==> src/rtl/fifo_rd_unpacker.sv <==
// Purpose : pop 128-bit FIFO words and serialise each into DATA_W/OUT_W beats, LSB slice first.
// Latency : first beat on m_valid two cycles after the first fifo_rden pulse; one beat per cycle sustained.
// Backpres: m_ready low holds the current beat; the two-word buffer absorbs the fixed read latency.
//
// Ports:
//   clk, rstn    - clock and asynchronous reset (rstn = 1 resets)
//   fifo_empty   - registered FIFO empty flag
//   fifo_rden    - FIFO pop request, data returns on fifo_rddata one cycle later
//   fifo_rddata  - FIFO read data
//   m_valid/m_ready/m_data/m_last - narrow output stream, m_last on the final slice of a word
//   word_cnt     - number of fully emitted words, saturating at WCNT_MAX
module fifo_rd_unpacker #(
    parameter int          DATA_W   = 128,
    parameter int          OUT_W    = 32,
    parameter logic [15:0] WCNT_MAX = 16'hFFFF
) (
    input  logic              clk,
    input  logic              rstn,
    input  logic              fifo_empty,
    output logic              fifo_rden,
    input  logic [DATA_W-1:0] fifo_rddata,
    output logic              m_valid,
    input  logic              m_ready,
    output logic [OUT_W-1:0]  m_data,
    output logic              m_last,
    output logic [15:0]       word_cnt
);

    // DATA_W must be an integer multiple of OUT_W.
    localparam int BEATS  = DATA_W / OUT_W;
    localparam int BEAT_W = (BEATS > 1) ? $clog2(BEATS) : 1;

    logic [DATA_W-1:0] buf_q [2];
    logic [DATA_W-1:0] buf_d [2];
    logic              head_q, head_d;
    logic              tail_q, tail_d;
    logic [1:0]        occ_q, occ_d;
    logic              rd_pend_q, rd_pend_d;
    logic [BEAT_W-1:0] beat_q, beat_d;
    logic [15:0]       word_cnt_q, word_cnt_d;

    logic                        xfer;
    logic                        beat_is_last;
    logic                        last_xfer;
    logic [BEATS-1:0][OUT_W-1:0] head_word;

    // A read is only issued when the word it returns is guaranteed a slot,
    // counting the one already in flight, so captured data never overflows.
    assign fifo_rden = !fifo_empty && ((occ_q + {1'b0, rd_pend_q}) < 2'd2);

    assign head_word    = buf_q[head_q];
    assign beat_is_last = (beat_q == BEAT_W'(BEATS - 1));

    assign m_valid   = (occ_q != 2'd0);
    assign m_data    = head_word[beat_q];
    assign m_last    = m_valid && beat_is_last;
    assign word_cnt  = word_cnt_q;

    assign xfer      = m_valid && m_ready;
    assign last_xfer = xfer && beat_is_last;

    always_comb begin
        buf_d      = buf_q;
        head_d     = head_q;
        tail_d     = tail_q;
        occ_d      = occ_q;
        beat_d     = beat_q;
        word_cnt_d = word_cnt_q;
        rd_pend_d  = fifo_rden;

        // rd_pend marks the cycle in which the FIFO's read data is valid.
        if (rd_pend_q) begin
            buf_d[tail_q] = fifo_rddata;
            tail_d        = ~tail_q;
        end

        if (xfer) begin
            if (beat_is_last) begin
                beat_d = '0;
                head_d = ~head_q;
                if (word_cnt_q != WCNT_MAX) begin
                    word_cnt_d = word_cnt_q + 16'd1;
                end
            end else begin
                beat_d = beat_q + BEAT_W'(1);
            end
        end

        // Capture and word retirement on the same edge cancel out.
        case ({rd_pend_q, last_xfer})
            2'b10:   occ_d = occ_q + 2'd1;
            2'b01:   occ_d = occ_q - 2'd1;
            default: occ_d = occ_q;
        endcase
    end

    always_ff @(posedge clk or posedge rstn) begin
        if (rstn) begin
            buf_q[0]   <= '0;
            buf_q[1]   <= '0;
            head_q     <= 1'b0;
            tail_q     <= 1'b0;
            occ_q      <= 2'd0;
            rd_pend_q  <= 1'b0;
            beat_q     <= '0;
            word_cnt_q <= 16'd0;
        end else begin
            buf_q[0]   <= buf_d[0];
            buf_q[1]   <= buf_d[1];
            head_q     <= head_d;
            tail_q     <= tail_d;
            occ_q      <= occ_d;
            rd_pend_q  <= rd_pend_d;
            beat_q     <= beat_d;
            word_cnt_q <= word_cnt_d;
        end
    end

endmodule
==> config.mk <==
export PLATFORM = sky130hd
export DESIGN_NAME = fifo_rd_unpacker
export DESIGN_NICKNAME = d
export VERILOG_FILES = /design/src/rtl/fifo_rd_unpacker.sv
export SDC_FILE = /design/constraint.sdc
export NUM_CORES = 1
export LEC_CHECK = 0
export CORE_MARGIN = 2
export CORE_UTILIZATION = 31
export DETAILED_ROUTE_END_ITERATION = 8
export PLACE_DENSITY = 0.63
export SKIP_CTS_REPAIR_TIMING = 1
export SLEW_MARGIN = 5
export SYNTH_ARGS = -nofsm -noshare
export SYNTH_HDL_FRONTEND = slang
export SYNTH_SLANG_ARGS = --single-unit
==> constraint.sdc <==
create_clock -name clk -period 14.07 [get_ports clk]
set_clock_uncertainty 0.1 [all_clocks]
set_input_delay 4.221 -clock clk [delete_from_list [all_inputs] [get_ports clk]]
set_output_delay 4.221 -clock clk [all_outputs]
set_load 0.05 [all_outputs]
==> reports/metrics.csv, run 1 <==
metric,value,unit
global_route.usage.total,13.3,%
antenna_found_initial,0,
reg_to_reg_start,rd_pend_q,
area_overhead_vs_synth,27.8,%
synthesis.yosys.warnings,0,
dieWidth,204,um
drv_slew,0,
hold_class,register to register,
insertedDiodeCount,0,
grtUsageMet2,21.8,%
starting_density_of_the_core,31.4,%
groute.layer.met1.usage,17.1,%
slew_headroom,26.5,%
power.leakage,6.46,nW
post_synth_fa_ha_maj_area_fraction,0.302,%
most_instantiated_cells_after_synthesis,"mux2_2 (289), dfrtp_1 (279), mux4_2 (64)",
critical_path_peak_fanout,2,
yosys.area.top_type,dfrtp_1,
final_nets,1067,
holdCritStartpoint,word_cnt[15],
rsz0062_at_grt,false,
worstSetupPathType,input port to output pin,
count_of_flip_flops_with_a_built_in_enable_after_synthesis,0,
routabilityCongestion,0.721,
timing.final.ws_setup,4.15,ns
grt_pass1_wl,43000,um
core,39600,sq um
top_level_ports,183,
ys_async_sr_fraction,100,%
endpoint_kind,output pin,
seqPwrFrac,33.4,%
arrival,5.60,ns
drc,0,
fmax,101,MHz
power.internal,2.78,mW
cts_tree,yes,
drt_first_pass_iters,4,
routed-via-count,7068,
synthDistinctLibCells,30,
globalRouteMet3Util,3.13,%
ant_nets,0,
final_period_minus_worst_setup_slack,9.92,ns
rr_worst_depth,4,
hpwl,16600,um
cts.sink_count,279,
synth_top_family_by_area,multiplexers,
rr_endpoint,buf_q[114],
switching_share,35.3,%
net-switching-power,1.51,mW
synth_compound_gate_area_share,0.231,%
hold_path_end,word_cnt[15],
worst_slew_pin_slew,1.10,ns
place.port_buffers,182,
synthDominantCellAreaShare,56.1,%
final_cell_count_no_fill,1479,
synth_xor_area_share,1.48,%
synth.most_common_cell,mux2_2,
hold_path_depth,1,
worst-r2r-setup-slack,11.12,ns
detail_route.vias_per_cell,4.78,
yosys_register_bits,279,
first_iter_violations,228,
worst_ir_drop_vdd,0.000179,V
synthMuxAreaShare,37.8,%
synth_top_flop_cell,dfrtp_1,
dieHeight,204,um
clock_tree.root_cell,clkbuf_16,
clock_tree.buffer_depth,3,
clk-insertion-delay-late,0.52,ns
required,9.75,ns
path_clk_slew,0.05,ns
number_of_global_route_vias_before_repair,7811,
power.combinational.fraction,46.6,%
run_status,"finished, final reports clean",
syn_area,12400,sq um
area.sequential,6990,sq um
post_drt_wl_per_cell,18.2,um
clock_power_share,20.0,%
n_fill_cell,3704,
total_clock_buffers_created_by_cts,34,
start_kind,input port,
placement_rows,73,
dieArea,41800,sq um
syn-mean-instance-area,16.6,sq um
multi_input_comb_area,5260,sq um
placed_cells,1421,
gr-total-overflow,0,
synth_area_leaders,"dfrtp_1 (56%), mux2_2 (26%), mux4_2 (12%)",
finalSetupTns,0,ns
h-tree-depth,2,
yosys.area_share.simple,2.26,%
final_hold_violation_count,0,
routed_wl,26900,um
min_period_over_period,70.5,%
grt.busiest_layer,met2,
number_of_cells_produced_by_synthesis,752,
net_count_synth,887,
preCtsSetupSlack,4.13,ns
finalSetupViolCount,0,
synth_sequential_area_ratio,56.1,%
pwr_density_cell,270,nW/um^2
maxCapViolCount,0,
fraction_of_layout_cells_with_a_size_suffix_above_1,44.5,%
grt_max_degree,178,
## cells in the final DEF, fill, tap and decap left out, types with 2 or more instances in the layout
cell type / Yosys / final
dfrtp_4: 0 / 2
nor4b_1: 2 / 2
buf_4: 0 / 7
nor2_1: 4 / 4
bufinv_16: 0 / 2
clkbuf_8: 0 / 6
inv_1: 3 / 2
nand3_1: 3 / 3
clkbuf_16: 0 / 35
xor2_1: 15 / 15
nand4_1: 4 / 4
mux4_2: 64 / 64
ha_1: 3 / 3
nor3_1: 8 / 8
nand2_1: 9 / 8
mux2_2: 289 / 289
clkbuf_1: 14 / 8
clkinv_2: 0 / 5
clkdlybuf4s50_1: 0 / 182
xnor2_1: 6 / 6
nor3b_1: 3 / 3
dfrtp_1: 279 / 276
## power groups by stage
stage               clock network (mW)  registers [mW]  logic, mW
floorplan                            0            1.36       1.57
global placement                     0            1.44       1.99
detailed placement                   0            1.45       2.02
CTS                              0.896            1.44       2.03
global route                     0.930            1.49       2.13
finish                           0.858            1.43       2.00
## metrics by stage
stage	utilization (%)	hold slack (ns)	instance area [sq um]	total power, mW
2_1_floorplan	-	0.354	12400	2.94
3_3_place_gp	37.4	0.381	14800	3.43
3_5_place_dp	37.4	0.387	14800	3.48
4_1_cts	40.1	0.397	15900	4.37
5_1_grt	40.1	0.406	15900	4.55
6_report	40.1	0.395	15900	4.29
## kinds of logic (layout without fill, tap and decap cells)
logic type / Yosys count / count (layout)
flip-flops: 279 / 279
adder cells (fa/ha/maj): 3 / 3
buffers and inverters: 49 / 251
AND/OR/NAND/NOR: 44 / 44
AO/OA/AOI/OAI: 2 / 2
multiplexers: 354 / 354
XOR/XNOR: 21 / 21
## area by class of cell
cell class | instances | share of cell area, %
flip-flops and latches | 279 | 43.9
multi-input cells | 424 | 33.1
repair buffers | 190 | 11.9
clock buffers | 49 | 6.21
well taps | 525 | 4.13
clock inverters | 9 | 0.637
inverters | 3 | 0.118
## layer usage
metal / vias to the layer above / wire (um)
li1: 3176 / -
met1: 3706 / 11900
met2: 143 / 13000
met3: 43 / 1400
met4: 0 / 661
met5: - / 0
## state kept, by name (all words and copies together) (netlist names)
signal / count
occ_q: 2
buf_q: 256
beat_q: 2
head_q: 1
tail_q: 1
rd_pend_q: 1
word_cnt: 16
## worst max-delay path, cell delays in order
cell	delay, ns
clkdlybuf4s50_1	0.41
nor2_1	0.14
clkdlybuf4s50_1	0.82
## how the worst max path moves through the flow
stage | startpoint | end | slack (ns) | depth (start not counted)
5_1_grt | fifo_empty | fifo_rden | 4.12 | 3
2_1_floorplan | rstn | beat_q[0] | 2.06 | 1
6_report | fifo_empty | fifo_rden | 4.15 | 3
3_3_place_gp | fifo_empty | fifo_rden | 4.15 | 3
3_5_place_dp | fifo_empty | fifo_rden | 4.13 | 3
4_1_cts | fifo_empty | fifo_rden | 4.14 | 3
(Power assumes the default switching activity.)
==> run 2: changes to the inputs <==
--- a/config.mk
+++ b/config.mk
@@ -8,7 +8,7 @@
 export CORE_MARGIN = 2
 export CORE_UTILIZATION = 31
 export DETAILED_ROUTE_END_ITERATION = 8
-export PLACE_DENSITY = 0.63
+export PLACE_DENSITY = 0.64
 export SKIP_CTS_REPAIR_TIMING = 1
 export SLEW_MARGIN = 5
 export SYNTH_ARGS = -nofsm -noshare
==> constraint.sdc (replaced) <==
create_clock -name clk -period 8.7 [get_ports clk]
set_clock_uncertainty 0.1 [all_clocks]
set_input_delay 2.61 -clock clk [delete_from_list [all_inputs] [get_ports clk]]
set_output_delay 2.61 -clock clk [all_outputs]
set_load 0.05 [all_outputs]
==> run 2 against run 1 <==
Count of clock-buffer cells in the layout fell by 1; first-iteration DRC count is 17% higher; power is 65% higher; final cell count rose by 0.20%; non-clock buffer count increased by 2; register-to-register slack got worse by 5.1 ns; critical endpoint unchanged.
==> reports/metrics.csv, run 2 (same netlist as run 1, synthesis figures left out) <==
metric,value,unit,change
min_period_over_period,76.8,%,
final_hold_violation_count,0,,unchanged
hpwl,16900,um,+1.8%
path_clk_slew,0.05,ns,about the same
maxCapViolCount,0,,unchanged
dieArea,41800,sq um,unchanged
holdCritStartpoint,buf_q[108],,
grtUsageMet2,21.6,%,-0.18 points
dpl_cell_area,14800,sq um,about the same
pwr_density_cell,441,nW/um^2,+63%
timing.critical_path.from,fifo_empty,,
drt_first_pass_iters,4,,unchanged
reg_to_reg_start,beat_q[0],,
timing.final.ws_setup,2.02,ns,-2.13 ns
clk-insertion-delay-late,0.52,ns,about the same
worst_ir_drop_vdd,0.000257,V,+44%
final_nets,1069,,+0.19%
fraction_of_layout_cells_with_a_size_suffix_above_1,45.0,%,+0.49 points
placement_rows,73,,unchanged
post_drt_wl_per_cell,18.5,um,+1.4%
cts.sink_count,279,,unchanged
drc,0,,unchanged
cts_tree,yes,,
grt_max_degree,163,,-8.4%
number_of_global_route_vias_before_repair,8081,,+3.5%
run_status,"finished, final reports clean",,
power.leakage,6.52,nW,+1.0%
routabilityCongestion,0.704,,-2.3%
groute.layer.met1.usage,18.5,%,+1.5 points
finish.utilization,40.5,%,+0.33 points
mostFrequentLayoutCell,mux2_2,,
finalSetupTns,0,ns,unchanged
clock_tree.root_cell,clkbuf_16,,
hold_ws,0.398,ns,+0.00376 ns
h-tree-depth,2,,unchanged
final_cell_area,16000,sq um,+0.81%
total_clock_buffers_created_by_cts,34,,unchanged
worst_slew_pin_slew,0.970,ns,-0.132 ns
top_register,buf_q,,
largest_register_ff_count,256,,unchanged
arrival,3.97,ns,-1.63 ns
required,5.99,ns,-3.76 ns
gr-total-overflow,0,,unchanged
critical_path_peak_fanout,2,,unchanged
area_overhead_vs_synth,28.8,%,
grt_pass1_wl,44800,um,+4.0%
preCtsSetupSlack,2.01,ns,-2.12 ns
grt.busiest_layer,met2,,
final_cell_count_no_fill,1482,,+0.20%
drv_slew,0,,unchanged
fmax,150,MHz,
place.port_buffers,182,,unchanged
antenna_found_initial,1,,+1
n_fill_cell,3691,,-0.35%
insertedDiodeCount,0,,unchanged
finalSetupViolCount,0,,unchanged
top_level_ports,183,,unchanged
final_period_minus_worst_setup_slack,6.68,ns,
starting_density_of_the_core,31.4,%,unchanged
most_used_cells_in_the_layout_excluding_fill_and_tap_cells,"mux2_2 (289), dfrtp_1 (276), clkdlybuf4s50_1 (182)",,
post-layout-total-power,7.07,mW,+65%
endpoint_kind,output pin,,
start_kind,input port,,
global_route.usage.total,13.7,%,+0.37 points
rsz0062_at_grt,false,,
dieHeight,204,um,unchanged
hold_class,register to register,,
core,39600,sq um,unchanged
first_iter_violations,266,,+17%
placed_cells,1423,,+0.14%
routed_wl,27300,um,+1.6%
worstSetupPathType,input port to output pin,,
globalRouteMet3Util,3.17,%,+0.048 points
detail_route.vias_per_cell,4.77,,-0.15%
dieWidth,204,um,unchanged
slew_headroom,35.3,%,+8.8 points
clock_tree.buffer_depth,3,,unchanged
routed-via-count,7072,,+0.057%
ant_nets,0,,unchanged
==> run 2: changes by cell type in the layout (fill, tap and decap cells not counted), sizes merged <==
cell and change:
bufinv +3, clkinv +1, buf +2, inv -2, clkbuf -1
==> run 2: report_power, final <==
group / switching [mW] / internal (mW)
Combinational: 1.50 / 1.69
Clock: 0.548 / 0.968
Sequential: 0.406 / 1.95
==> run 2: per-layer routing <==
metal,share of wire [%],up-vias
met5,0,-
met4,2.1,0
met3,5.1,48
met2,48,145
met1,45,3708
li1,-,3171
==> run 2: worst max-delay path, cell delays in order <==
cell and delay [ns]:
clkdlybuf4s50_1 0.40, nor2_1 0.14, clkdlybuf4s50_1 0.82
==> run 2: final cells by class <==
type                            instances  area [sq um]  area share, %
Tap cell                              525           657           4.10
Inverter                                3          15.0         0.0936
Clock buffer                           48          1030           6.41
Sequential cell                       279          6990           43.6
Clock inverter                         11           180           1.12
Multi-Input combinational cell        424          5260           32.8
Timing Repair Buffer                  192          1910           11.9
==> run 2: worst paths after layout <==
kind | end | cells after the start | slack (ns)
worst min register to register | buf_q[108] | 1 | 0.40
worst max register to register | word_cnt[7] | 5 | 6.01
min in group asynchronous | buf_q[249] | 3 | 2.57
worst max-delay path | fifo_rden | 3 | 2.02
worst min-delay path | buf_q[108] | 1 | 0.40
max in group asynchronous | buf_q[232] | 4 | 4.45
